File: src/rtl/keyboard_pkg.sv
// Shared mode constants, arbiter state type and mode_select decode for the
// speaker mode arbiter.
package keyboard_pkg;

  localparam logic [1:0] MODE_FREE  = 2'd0;
  localparam logic [1:0] MODE_AUTO  = 2'd1;
  localparam logic [1:0] MODE_LEARN = 2'd2;

  typedef enum logic [1:0] {
    RUN   = 2'd0,
    DEFER = 2'd1,
    MUTE  = 2'd2
  } arb_state_t;

  // Unused switch codes fall back to free piano.
  function automatic logic [1:0] decode_mode(input logic [2:0] sel);
    case (sel)
      3'd1:    decode_mode = MODE_AUTO;
      3'd2:    decode_mode = MODE_LEARN;
      default: decode_mode = MODE_FREE;
    endcase
  endfunction

endpackage

File: src/rtl/mode_debouncer.sv
// Accepts a decoded mode only after it has held unchanged for STABLE_CYCLES
// cycles; the counter saturates at its terminal count.
module mode_debouncer
  import keyboard_pkg::*;
#(
  parameter int STABLE_CYCLES = 2_000_000
) (
  input  logic       clk,
  input  logic       reset,
  input  logic [1:0] mode_in,
  output logic [1:0] mode_out
);

  localparam int            CW     = $clog2(STABLE_CYCLES + 1);
  localparam logic [CW-1:0] CNT_TC = CW'(STABLE_CYCLES - 1);

  logic [CW-1:0] cnt_q, cnt_d;
  logic [1:0]    prev_q;
  logic [1:0]    out_q, out_d;

  always_comb begin
    cnt_d = cnt_q;
    out_d = out_q;
    if (mode_in != prev_q) begin
      cnt_d = '0;
    end else if (cnt_q == CNT_TC) begin
      out_d = mode_in;
    end else begin
      cnt_d = cnt_q + CW'(1);
    end
  end

  always_ff @(posedge clk) begin
    if (reset) begin
      cnt_q  <= '0;
      prev_q <= MODE_FREE;
      out_q  <= MODE_FREE;
    end else begin
      cnt_q  <= cnt_d;
      prev_q <= mode_in;
      out_q  <= out_d;
    end
  end

  assign mode_out = out_q;

endmodule

File: src/rtl/speaker_mode_arbiter.sv
// Owns speaker/LED outputs for the free, auto and learn sources and sequences
// mode changes as mute -> restart -> grant. Option: ARB_DEFER_EN adds src_busy and DEFER.
module speaker_mode_arbiter
  import keyboard_pkg::*;
#(
  parameter int STABLE_CYCLES = 2_000_000,
`ifdef ARB_DEFER_EN
  parameter int DEFER_MAX     = 50_000_000,
`endif
  parameter int MUTE_CYCLES   = 5_000_000
) (
  input  logic       clk,
  input  logic       reset,
  input  logic [2:0] mode_select,
  input  logic [2:0] src_speaker,
  input  logic [6:0] led_free,
  input  logic [6:0] led_auto,
  input  logic [6:0] led_learn,
`ifdef ARB_DEFER_EN
  input  logic [2:0] src_busy,
`endif
  output logic       speaker,
  output logic [6:0] led,
  output logic [1:0] active_mode,
  output logic [2:0] sub_reset,
  output logic       switching
);

  localparam int            MW      = $clog2(MUTE_CYCLES + 1);
  localparam logic [MW-1:0] MUTE_TC = MW'(MUTE_CYCLES - 1);

  logic [1:0]    req_mode;
  arb_state_t    state_q, state_d;
  logic [1:0]    active_q, active_d;
  logic [1:0]    target_q, target_d;
  logic [MW-1:0] mcnt_q, mcnt_d;
  logic          speaker_q, speaker_d;
  logic [6:0]    led_q, led_d;
  logic          spk_mux;
  logic [6:0]    led_mux;

  mode_debouncer #(.STABLE_CYCLES(STABLE_CYCLES)) u_debounce (
    .clk      (clk),
    .reset    (reset),
    .mode_in  (decode_mode(mode_select)),
    .mode_out (req_mode)
  );

  always_comb begin
    spk_mux = src_speaker[0];
    led_mux = led_free;
    case (active_q)
      MODE_AUTO: begin
        spk_mux = src_speaker[1];
        led_mux = led_auto;
      end
      MODE_LEARN: begin
        spk_mux = src_speaker[2];
        led_mux = led_learn;
      end
      default: ;
    endcase
  end

`ifdef ARB_DEFER_EN
  localparam int            DW       = $clog2(DEFER_MAX + 1);
  localparam logic [DW-1:0] DEFER_TC = DW'(DEFER_MAX - 1);

  logic [DW-1:0] dcnt_q, dcnt_d;
  logic          busy_sel;

  always_comb begin
    busy_sel = src_busy[0];
    case (active_q)
      MODE_AUTO:  busy_sel = src_busy[1];
      MODE_LEARN: busy_sel = src_busy[2];
      default: ;
    endcase
  end

  always_ff @(posedge clk) begin
    if (reset) dcnt_q <= '0;
    else       dcnt_q <= dcnt_d;
  end
`endif

  always_comb begin
    state_d   = state_q;
    active_d  = active_q;
    target_d  = target_q;
    mcnt_d    = mcnt_q;
    speaker_d = spk_mux;
    led_d     = led_mux;
`ifdef ARB_DEFER_EN
    dcnt_d    = '0;
`endif
    case (state_q)
      RUN: begin
        if (req_mode != active_q) begin
          target_d = req_mode;
`ifdef ARB_DEFER_EN
          state_d  = DEFER;
`else
          state_d   = MUTE;
          speaker_d = 1'b0;
          led_d     = '0;
`endif
        end
      end
`ifdef ARB_DEFER_EN
      DEFER: begin
        if (req_mode == active_q) begin
          state_d = RUN;
        end else if (!busy_sel || dcnt_q == DEFER_TC) begin
          // Target freezes here, on MUTE entry, not on DEFER entry.
          target_d  = req_mode;
          state_d   = MUTE;
          speaker_d = 1'b0;
          led_d     = '0;
        end else begin
          dcnt_d = dcnt_q + DW'(1);
        end
      end
`endif
      MUTE: begin
        speaker_d = 1'b0;
        led_d     = '0;
        if (mcnt_q == MUTE_TC) begin
          active_d = target_q;
          mcnt_d   = '0;
          state_d  = RUN;
        end else begin
          mcnt_d = mcnt_q + MW'(1);
        end
      end
      default: state_d = RUN;
    endcase
  end

  always_ff @(posedge clk) begin
    if (reset) begin
      state_q   <= RUN;
      active_q  <= MODE_FREE;
      target_q  <= MODE_FREE;
      mcnt_q    <= '0;
      speaker_q <= 1'b0;
      led_q     <= '0;
    end else begin
      state_q   <= state_d;
      active_q  <= active_d;
      target_q  <= target_d;
      mcnt_q    <= mcnt_d;
      speaker_q <= speaker_d;
      led_q     <= led_d;
    end
  end

  always_comb begin
    sub_reset = 3'b000;
    if (state_q == MUTE) begin
      case (target_q)
        MODE_AUTO:  sub_reset = 3'b010;
        MODE_LEARN: sub_reset = 3'b100;
        default:    sub_reset = 3'b001;
      endcase
    end
  end

  assign switching   = (state_q != RUN);
  assign speaker     = speaker_q;
  assign led         = led_q;
  assign active_mode = active_q;

endmodule

File: config.mk
export PLATFORM = sky130hd
export DESIGN_NAME = speaker_mode_arbiter
export DESIGN_NICKNAME = d
export VERILOG_FILES = /design/src/rtl/keyboard_pkg.sv /design/src/rtl/mode_debouncer.sv /design/src/rtl/speaker_mode_arbiter.sv
export SDC_FILE = /design/constraint.sdc
export NUM_CORES = 1
export LEC_CHECK = 0
export ABC_AREA = 1
export CORE_MARGIN = 2
export CORE_UTILIZATION = 59
export CTS_CLUSTER_DIAMETER = 60
export DETAILED_ROUTE_END_ITERATION = 8
export PLACE_DENSITY = 0.85
export SYNTH_ARGS = -nofsm -noshare
export SYNTH_HDL_FRONTEND = slang
export SYNTH_SLANG_ARGS = --single-unit
File: constraint.sdc
create_clock -name clk -period 2.3 [get_ports clk]
set_input_delay 0.23 -clock clk [delete_from_list [all_inputs] [get_ports clk]]
set_output_delay 0.23 -clock clk [all_outputs]
set_load 0.05 [all_outputs]
# Word-level counts from Yosys, hierarchy flattened
# Index checks and enable logic that the tools add are counted.
# totals
reg_bits	62
out_inout_bits	14
word_cells	45
input_bits	29
# classes
n_mux	13
add_sub_neg	2
n_reduce_logical	7
n_bitwise	1
n_eq_ne	13
# ops
cell	count
$pmux W7 S2	2
$add A23 B1 Y23 const B	1
$eq A23 B23 Y1 const B	1
$mux W23	1
$add A21 B1 Y21 const B	1
$eq A21 B21 Y1 const B	1
$pmux W2 S2	2
$reduce_and A2 Y1	4
$mux W7	1
$eq A2 B2 Y1 const B	3
$pmux W3 S2	1
$eq A2 B1 Y1 const B	2
$mux W2	2
$ne A2 B2 Y1	2
$ne A2 B2 Y1 const B	2
$pmux W1 S2	2
$eq A3 B1 Y1 const B	1
$eq A3 B2 Y1 const B	1
$mux W3	1
$logic_not A2 Y1	1
$reduce_bool A2 Y1	1
$reduce_or A2 Y1	1
$mux W1	1
$not A1 Y1	1

# Logic depth before layout (Yosys ltp)
# Gate-level depths: netlist (run 1).
# depth
depth_word	5
ltp_mapped	11

# By module
# A second synthesis (run 1) with hierarchy kept.
# hier_totals
hier_cells	507
hier_area_um2	3393.3
# by_module_without_submodules
module	cells_each	seq_area_each_um2	instances	area_each_um2
speaker_mode_arbiter	301	720.7	1	1931.9
mode_debouncer	206	500.5	1	1461.4

# Worst setup path after synthesis (run 1)
# OpenSTA, ideal clock, no wires.
# synth_path
path_kind	register to register
startpoint	reg active_q[0], in the netlist active_mode[0]
endpoint	reg led_q[0], in the netlist led[0]
setup_slack_ns	0.568
n_path_buf	1
t_arrival_ns	1.608
stages_incl_launch_ff	7
cell_sequence	dfxtp_1 -> inv_1 -> ha_1 -> buf_1 -> inv_1 -> nand2_1 -> a21oi_1
# synth_via
elab_chain_cells	4
elab_cells_between_ends	6
cone_classes	eq/ne: 3; mux: 3
# synth_rtl
item	line_no	source
from (decl)	speaker_mode_arbiter.sv:34	logic [1:0] active_q, active_d;
from (signal assigned)	speaker_mode_arbiter.sv:150	active_q <= active_d;
$eq A2 B2 Y1 or $eq A2 B1 Y1 (tied branches)	speaker_mode_arbiter.sv:52	case (active_q)
$pmux W7 S2	speaker_mode_arbiter.sv:52	
$mux W7	speaker_mode_arbiter.sv:99	if (req_mode != active_q) begin
$pmux W7 S2 (*)	speaker_mode_arbiter.sv:97	case (state_q)
to (signal assigned)	speaker_mode_arbiter.sv:154	led_q <= led_d;
to (decl)	speaker_mode_arbiter.sv:38	logic [6:0] led_q, led_d;
# Mark *: on every way between the ends. The rest lies on a longest branch, timed or not.
# A chain may end at the register's enable or synchronous reset.

# Worst setup path in the final report (run 1)
# layout_path
startpoint	reg target_q[0]
endpoint	out sub_reset[0]
# layout_via
elab_chain_cells	3
elab_cells_between_ends	4
cone_classes	eq/ne: 2; mux: 2
# layout_rtl
item	line_no	source
from (decl)	speaker_mode_arbiter.sv:35	logic [1:0] target_q, target_d;
from (signal assigned)	speaker_mode_arbiter.sv:151	target_q <= target_d;
$eq A2 B2 Y1 or $eq A2 B1 Y1 (tied branches)	speaker_mode_arbiter.sv:161	case (target_q)
$pmux W3 S2 (*)	speaker_mode_arbiter.sv:161	
$mux W3 (*)	speaker_mode_arbiter.sv:160	if (state_q == MUTE) begin
to (decl)	speaker_mode_arbiter.sv:25	output logic [2:0] sub_reset,
# Marked as above.

==> results of run 1 <==
[state kept, by name, summed over array words and instances, names as in the netlist]
signal,flops
mcnt_q,23
u_debounce.cnt_q,21
led,7
active_mode,2
target_q,2
u_debounce.mode_out,2
u_debounce.prev_q,2
speaker,1
state_q,1
[cells in the final DEF (no fill, tap or decap)]
| cell type | netlist | layout |
|---|---|---|
| a31oi_1 | 2 | 2 |
| nor2_4 | 3 | 3 |
| o21ai_0 | 5 | 5 |
| clkdlybuf4s50_1 | 0 | 42 |
| nand3b_1 | 2 | 2 |
| ha_1 | 6 | 6 |
| buf_4 | 2 | 2 |
| nand4_1 | 12 | 12 |
| xnor2_1 | 5 | 5 |
| o211ai_1 | 2 | 2 |
| inv_1 | 61 | 61 |
| nand2_2 | 4 | 4 |
| a21oi_1 | 32 | 32 |
| o21ai_2 | 1 | 1 |
| nand3_1 | 27 | 27 |
| clkbuf_8 | 0 | 10 |
| nor3_2 | 1 | 1 |
| nand3_2 | 2 | 2 |
| nor2_2 | 4 | 4 |
| inv_2 | 2 | 2 |
| nor2_1 | 83 | 83 |
| or2_2 | 1 | 1 |
| dfxtp_1 | 61 | 61 |
| xor2_1 | 7 | 7 |
| a22o_1 | 8 | 8 |
| nand2_1 | 124 | 124 |
| clkinv_4 | 0 | 1 |
| nand2_4 | 2 | 2 |
| nor4_1 | 3 | 3 |
| bufinv_16 | 0 | 1 |
| nor3_1 | 16 | 16 |
| nor2_8 | 1 | 1 |
| clkinvlp_4 | 0 | 3 |
[critical path: cells and delay by family (launching register included)]
family | cells | cell delay, ns
adder cells (fa/ha/maj) | 1 | 0.27
buffers and inverters | 3 | 0.92
AND/OR/NAND/NOR | 1 | 0.05
flip-flops | 1 | 0.37
[power by group]
part	internal (uW)	switching (uW)	leakage (uW)	total, uW
logic	70.6	79.4	0.000935	150
registers	1070	7.61	0.000494	1080
clock network	525	442	0.0000906	967
total	1660	529	0.00152	2190
[synthesized netlist by cell type (2+ instances only)]
cell | count | area, sq um
a21oi_1 | 32 | 160.2
a22o_1 | 8 | 70.07
a31oi_1 | 2 | 12.51
buf_2 | 2 | 10.01
buf_4 | 2 | 15.01
clkbuf_1 | 2 | 7.510
dfxtp_1 | 61 | 1221
ha_1 | 6 | 75.07
inv_1 | 61 | 229.0
inv_2 | 2 | 7.510
nand2_1 | 124 | 465.5
nand2_2 | 4 | 25.02
nand2_4 | 2 | 22.52
nand3_1 | 27 | 135.1
nand3_2 | 2 | 20.02
nand3b_1 | 2 | 15.01
nand4_1 | 12 | 75.07
nor2_1 | 83 | 311.6
nor2_2 | 4 | 25.02
nor2_4 | 3 | 33.78
nor3_1 | 16 | 80.08
nor4_1 | 3 | 18.77
o211ai_1 | 2 | 15.01
o21ai_0 | 5 | 25.02
xnor2_1 | 5 | 43.79
xor2_1 | 7 | 61.31
[metal layers]
metal / vias up / part of all wire (%) / wire length (um)
met5: - / 0 / 0
met4: 0 / 1.8 / 131
met3: 18 / 9.0 / 673
met2: 171 / 45 / 3375
met1: 1455 / 44 / 3279
li1: 1641 / - / -
[metrics by stage]
step	area (sq um)	total power [uW]
after global routing	3915	2256
after global placement	3716	1245
after floorplan	3241	1176
after CTS	3915	2198
after detailed placement	3716	1249
final	3915	2193
[final timing paths]
check | start | end | slack (ns)
worst max-delay path | target_q[0] | sub_reset[0] | 0.11
worst max register to register | state_q[1] | mcnt_q[12] | 0.58
worst min-delay path | led_free[3] | led[3] | 0.44
worst min register to register | u_debounce.cnt_q[20] | u_debounce.cnt_q[20] | 0.49
[area by class of cell]
class	instances	area, sq um	share of cell area [%]
multi-input combinational	353	1735	44.33
sequential	61	1221	31.19
timing repair buffer	44	435.4	11.12
inverter	63	236.5	6.040
clock buffer	10	137.6	3.516
tap	70	87.58	2.237
clock inverter	5	61.31	1.566
[kinds of logic after synthesis]
kind of cell / after synthesis
compound gates: 50
xor+xnor: 12
fa+ha+maj: 6
buf+inv: 71
flops: 61
simple gates: 285
==> out/metrics.yaml, run 1 <==
clock_latency_ns: 0.34
period_share_pct: 95.19
diodes: 0
synth_cells: 485
nets: 567
cts_tree: "yes"
worst-setup-path-type: "flop to output port"
ir_drop_mv: 0.3938
synth-simple-area-share_pct: 39.00
tightest_slew_ns: 0.5226
cpMaxStageDelayCell: "clkdlybuf4s50_1"
grt.busiest_layer: "met2"
io_pins: 43
cp.required_ns: 2.07
relSlewSlack_pct: 65.05
fmax_ghz: 0.4568
post-cts-setup-buffers: 0
cts-root-buf: "clkbuf_8"
overflow: 0
crit_path_start_kind: "flop"
syn_area_per_cell_sq_um: 6.682
worst_hold_slack_ns: 0.4407
muxShareOfSynthArea_pct: 0
gr-usage-all-layers_pct: 25.53
min_period_ns: 2.189
clock_skew_ns: 0.01051
cap_violations: 0
finalHoldViolations: 0
dp_slack_ns: 0.4916
grt_pass1_wl_um: 12770
hold_buffers: 0
syn-num-nets: 520
synth_area_sq_um: 3241
dp_cells: 591
numPortBuffers: 42
synth-xor-area-share_pct: 3.243
grt_pass1_vias: 3072
path_max_fanout: 3
viasPerCell: 5.421
grt_max_degree: 19
synth_fa_ha_area_share_pct: 2.317
start_util_pct: 62.26
synth_compound_area_share_pct: 8.996
yosys_warnings: 0
setup_violations: 0
drive_gt1_share_pct: 7.090
dr.pass1.iters: 5
fin_ws_ns: 0.1107
place.gp.congestion: 0.9390
hold_path_class: "input pin to flop"
cts.sinks: 61
fin_tns_setup_ns: 0
seq_area_frac_synth_pct: 37.68
synth_flop_cell: "dfxtp_1"
gr-usage-met2_pct: 43.02
num_vias: 3285
synth_seq_cells: 61
die_width_um: 78.11
fin_cells: 606
ant_nets: 0
drc: 0
grt_use_met1_pct: 31.58
ys_async_sr_fraction_pct: 0
path_clk_slew_ns: 0.07
rows: 26
synth_edf_count: 0
cts_buffers: 9
min_path_cells: 3
ctsHtreeMaxLevel: 3
grt_use_met3_pct: 7.241
place_hpwl_um: 5628
rsz0062_at_grt: "false"
p_leak_uw: 0.001519
outcome: "complete, no violations"
drt_iter0_markers: 276
dieArea_sq_um: 6101
final_core_util_pct: 75.22
wl_per_cell_um: 12.31
reg2reg_depth: 8
path_cells: "inv_1 -> ha_1 -> nand2_1 -> inv_1 -> clkdlybuf4s50_1"
cts_resized: 0
slew_viol_final: 0
power_density_nw_per_um2: 560.2
wirelength_um: 7460
crit_top_cell: "inv_1"
cts_buffer_depth: 2
crit_path_end_kind: "output port"
slowest_delay_ns: 0.79
antenna_found_initial: 0
core_sq_um: 5205
n_fill_cell: 410
synth_cell_type_count: 32
area_growth_pct: 20.81
synth_top_family_by_area: "simple AND/OR/NAND/NOR gates"
crit_arrival_ns: 1.96
dieHeight_um: 78.11
No activity file was read; power rests on OpenSTA's default activity.
==> run 2, diff against run 1 <==
--- a/config.mk
+++ b/config.mk
@@ -8,6 +8,7 @@
 export ABC_AREA = 1
 export CORE_MARGIN = 2
 export CORE_UTILIZATION = 59
+export CTS_BUF_LIST = sky130_fd_sc_hd__clkbuf_8 sky130_fd_sc_hd__clkbuf_16
 export CTS_CLUSTER_DIAMETER = 60
 export DETAILED_ROUTE_END_ITERATION = 8
 export PLACE_DENSITY = 0.85
==> results of run 2 <==
No change in the layout: final DEF, timing and power equal those of run 1.
